===== src/rtl/icache_fetch_responder.sv =====
// Direct-mapped, read-only instruction cache answering the fetch stage's
// icache_read/icache_resp handshake; misses fill one 128-bit line from pmem.
module icache_fetch_responder #(
  parameter int NUM_SETS = 8,
  parameter int CNT_W    = 16
) (
  input  logic             clk,
  input  logic             rst_n,
  input  logic             icache_read,
  input  logic [15:0]      icache_address,
  output logic             icache_resp,
  output logic [15:0]      icache_rdata,
  output logic             pmem_read,
  output logic [15:0]      pmem_address,
  input  logic             pmem_resp,
  input  logic [127:0]     pmem_rdata,
  output logic [CNT_W-1:0] hit_count,
  output logic [CNT_W-1:0] miss_count
);

  localparam int IDX_W = $clog2(NUM_SETS);
  localparam int TAG_W = 12 - IDX_W;

  typedef enum logic {IDLE, FILL} state_t;

  state_t                state;
  logic [NUM_SETS-1:0]   valid;
  logic [TAG_W-1:0]      tag_mem  [NUM_SETS];
  logic [127:0]          line_mem [NUM_SETS];

  logic [IDX_W-1:0]      req_index;
  logic [TAG_W-1:0]      req_tag;
  logic [2:0]            req_word;
  logic [127:0]          req_line;
  logic                  hit;
  logic                  miss;
  logic [IDX_W-1:0]      fill_index;
  logic [TAG_W-1:0]      fill_tag;
  logic                  unused_addr_bit;

  assign req_index       = icache_address[4 +: IDX_W];
  assign req_tag         = icache_address[15 -: TAG_W];
  assign req_word        = icache_address[3:1];
  assign req_line        = line_mem[req_index];
  assign unused_addr_bit = icache_address[0];

  // The fill target is recovered from the registered line address, which
  // stays constant for the whole FILL state.
  assign fill_index = pmem_address[4 +: IDX_W];
  assign fill_tag   = pmem_address[15 -: TAG_W];

  assign hit  = (state == IDLE) && icache_read && valid[req_index] &&
                (tag_mem[req_index] == req_tag);
  assign miss = (state == IDLE) && icache_read && !hit;

  // NOTE: every always_comb output gets a default first so no latch is inferred.
  always_comb begin
    icache_resp  = 1'b0;
    icache_rdata = '0;
    if (hit) begin
      icache_resp  = 1'b1;
      icache_rdata = req_line[{req_word, 4'h0} +: 16];
    end
  end

  // NOTE: sequential state uses non-blocking assignments only, so every
  // register samples the pre-edge values of its neighbours.
  always_ff @(posedge clk or negedge rst_n) begin
    if (!rst_n) begin
      state        <= IDLE;
      valid        <= '0;
      pmem_read    <= 1'b0;
      pmem_address <= '0;
      hit_count    <= '0;
      miss_count   <= '0;
    end else begin
      if (hit && (hit_count != '1))
        hit_count <= hit_count + CNT_W'(1);

      case (state)
        IDLE: begin
          if (miss) begin
            state        <= FILL;
            pmem_read    <= 1'b1;
            pmem_address <= {icache_address[15:4], 4'h0};
            if (miss_count != '1)
              miss_count <= miss_count + CNT_W'(1);
          end
        end
        FILL: begin
          // A redirect during the fill does not abort it; the line installs anyway.
          if (pmem_resp) begin
            state             <= IDLE;
            pmem_read         <= 1'b0;
            valid[fill_index] <= 1'b1;
          end
        end
        default: state <= IDLE;
      endcase
    end
  end

  // NOTE: tag and line storage are deliberately not reset; the valid bits
  // alone decide whether their contents are meaningful.
  always_ff @(posedge clk) begin
    if ((state == FILL) && pmem_resp) begin
      line_mem[fill_index] <= pmem_rdata;
      tag_mem[fill_index]  <= fill_tag;
    end
  end

endmodule


===== config.mk =====
export PLATFORM = sky130hd
export DESIGN_NAME = icache_fetch_responder
export DESIGN_NICKNAME = d
export VERILOG_FILES = /design/src/rtl/icache_fetch_responder.sv
export SDC_FILE = /design/constraint.sdc
export NUM_CORES = 1
export LEC_CHECK = 0
export BUFFER_PORTS_ARGS = -buffer_cell sky130_fd_sc_hd__clkbuf_2
export CORE_MARGIN = 1.5
export CORE_UTILIZATION = 42
export DETAILED_ROUTE_END_ITERATION = 16
export PLACE_DENSITY = 0.66
export SYNTH_ARGS = -nofsm -noshare
export SYNTH_HDL_FRONTEND = slang
export SYNTH_SLANG_ARGS = --single-unit

===== constraint.sdc =====
create_clock -name clk -period 17.5 [get_ports clk]
set_input_delay 4.375 -clock clk [delete_from_list [all_inputs] [get_ports clk]]
set_output_delay 4.375 -clock clk [all_outputs]
set_load 0.02 [all_outputs]

==> impl_results.md <==
* Number of remaining DRC errors at 0
* H-tree levels at 3
* Worst slew pin tran at ~1100 ps
* DIE AREA at ~110000 um^2
* Sequential share of the synthesized area at 0.7753
* Synth Instances at 1805
* Placed insts at 3333
* Setup crit end kind: primary output
* Synth cell types at between 40 and 50
* Hold Path Class: reg -> reg
* YS warnings at 0
* Initial Utilization at 0.4252
* Worst R2R End: pmem_address[10]
* Commonest non-fill, non-tap cell in the layout: edfxtp_1
* R2R setup slack at 13910 ps
* Yosys reg bits at 1150
* PD cells at 117.9 nW/um^2
* Skew final at 20.01 ps
* Detailed-router iteration count before antenna repair at 5
* Number of clock sinks at between 1000 and 1500
* CTS resizes at 0
* Final core utilization at 0.4850
* Worst r2r path cells at 7
* I/O pins at 214
* Fin crit share at 0.7127
* Rows at 118
* Final hold vios at 0
* Number of port buffers at 208
* Placer Congestion at roughly 0.76
* Clk buf depth at 3
* Vias per inst at around 5.6
* Crit Path Class: in -> out
* Register Area at 34260 um^2
* Critical Path Fanout Max at 68
* Layout cells sized above 1 at 0.3687
* Final setup fails at 0
* CTS root buffer: clkbuf_16
* Global-route wire length before repair at approximately 140000 um
* Max_slew headroom at 0.2998
* Worst path arrival time at 8100 ps
* WL/cell at 27.16 um
* Max IR drop VDD at 0.08438 mV
* Mapped Area at around 44000 um^2
* Initial antenna violation count at 34
* Syn Area/Cell at 24.48 um^2
* CTS tree: yes
* TNS Setup at 0 ps
* Maxcap violations at 0
* Nets at ~2200
* Clock latency at the later pin of the worst-skew pair at 680 ps
* Die Span Y at 327.4 um
* GRT overflow at 0
* Fmax at roughly 0.08 GHz
* CP startpoint: icache_address[4]
* Pin count of the biggest net entering global routing at 140
* Iter 0 DRT Violations at 1855
* Hpwl dp at 55030 um
* CTS buffer count at roughly 110
* Clock-pin slew on the worst setup and hold paths at 50 ps
* CTS Hold Buffers Added at 0
* Area of the multi-input gates at 9497 um^2
* WL final at 96270 um
* P_leak at between 15 and 20 nW
* GRT Total Usage at 0.1819
* Crit path to: icache_rdata[13]
* Status: finished clean
* Max Slew Vio Count at 0
* Core area at 103900 um^2
* Most frequent cells in the layout: edfxtp_1 (1096), mux4_2 (354), clkbuf_2 (204)
* Die Wd at 327.4 um
* Vias at 19743
* Fill cells at roughly 8200
* Final ANT Viol Nets at 0
* RSZ-0062 raised after global routing: false
* Worst EP required at between 10000 and 15000 ps
* Min Tclk post-route at roughly 12000 ps
* Area Overhead vs Synth at 14.08%
* Number of global-route vias before repair at just over 20000
* Final cell count without fillers at 3545
* Startpoint Class: input pin
* Worst reg2reg path startpoint: tag_mem[7][5]
* Postcts setup bufs at 0
[area by class of cell]
class,instances,area share
clock inverter,67,0.01281
antenna,9,0.0004467
inverter,5,0.0003723
sequential,1150,0.6796
tap,1380,0.03425
clock buffer,136,0.05758
multi-input combinational,561,0.1884
timing repair buffer,237,0.02653
[metrics by stage]
| stage | power [W] | area, um^2 | hold slack (ps) | setup slack, ps |
|---|---|---|---|---|
| 3_3_place_gp | 0.003664 | 46840 | 445.8 | 4926 |
| 5_1_grt | 0.006134 | 50400 | 486.6 | 4671 |
| 4_1_cts | 0.006003 | 50390 | 471.1 | 4870 |
| 6_report | 0.005945 | 50410 | 473.1 | 5028 |
| 2_1_floorplan | 0.003512 | 44200 | 433.7 | 2709 |
| 3_5_place_dp | 0.003681 | 46840 | 458.6 | 4870 |
[routing by layer]
| metal | vias to the layer above | track usage | share of wire |
|---|---|---|---|
| met4 | 24 | 0.05103 | 0.021 |
| met1 | 10600 | 0.2489 | 0.40 |
| met5 | - | 0 | 0.0015 |
| met3 | 150 | 0.04439 | 0.082 |
| met2 | 671 | 0.2924 | 0.49 |
| li1 | 8298 | - | - |
[cell usage after synthesis]
cell       instances  area share
edfxtp_1        1096        0.74
mux4_2           354        0.18
dfrtp_1           54       0.031
clkbuf_1          34      0.0029
buf_2             28      0.0032
xor2_1            25      0.0050
nand2_1           20      0.0017
nor2_1            19      0.0016
nor2b_1           19      0.0027
mux2_2            16      0.0041
nor3_1            14      0.0016
buf_1             12      0.0010
mux2i_1           12      0.0027
nand3_1           12      0.0014
nand4_1           11      0.0016
or2_2             10      0.0014
buf_4              9      0.0015
buf_6              9      0.0023
xnor2_1            9      0.0018
inv_1              5     0.00042
nor4_2             5      0.0014
and3_1             3     0.00042
or3_1              3     0.00042
a21oi_1            2     0.00023
a31oi_1            2     0.00028
a41oi_1            2     0.00040
and2_1             2     0.00028
ha_1               2     0.00057
nand2b_1           2     0.00028
nor4_4             2     0.00096
o2111ai_1          2     0.00040
a22oi_1            1     0.00017
a2bb2oi_1          1     0.00020
and4_1             1     0.00020
conb_1             1    0.000085
nand3b_1           1     0.00017
nor3_2             1     0.00023
nor4_1             1     0.00014
nor4b_2            1     0.00034
o21ai_0            1     0.00011
or3b_2             1     0.00020
[critical path, cell delays in order]
cell,delay [ps]
buf_8,520
buf_4,570
mux4_2,560
mux2i_1,210
xor2_1,200
o2111ai_1,120
or3_2,890
nor2b_1,290
clkbuf_2,200
[worst min path at each step]
stage / endpoint / slack, ps / startpoint / cells after the start
floorplan: valid[2] / 430 / valid[2] / 1
global placement: valid[6] / 450 / valid[6] / 1
detailed placement: valid[5] / 460 / valid[5] / 1
CTS: valid[5] / 470 / valid[5] / 1
global route: valid[5] / 490 / valid[5] / 1
finish: valid[5] / 470 / valid[5] / 1
[report_power, final]
group	internal (W)	switching (W)
logic	0.000170	0.000250
registers	0.00315	0.0000479
clock network	0.00133	0.00100
[cell families after synthesis]
logic type / Yosys count / share of synthesized area
buffers and inverters: 97 / 0.01132
XOR/XNOR: 34 / 0.006738
AND/OR/NAND/NOR: 128 / 0.01699
AO/OA/AOI/OAI: 11 / 0.001784
flip-flops: 1150 / 0.7753
other: 1 / 0.00008486
adder cells (fa/ha/maj): 2 / 0.0005662
multiplexers: 382 / 0.1872
[state kept, by name, summed over array words and instances, names as in the netlist]
register / flops
state: 1
valid: 8
miss_count: 16
tag_mem: 72
hit_count: 16
pmem_read: 1
pmem_address: 12
line_mem: 1024
Power figures use the tool's default switching activity.
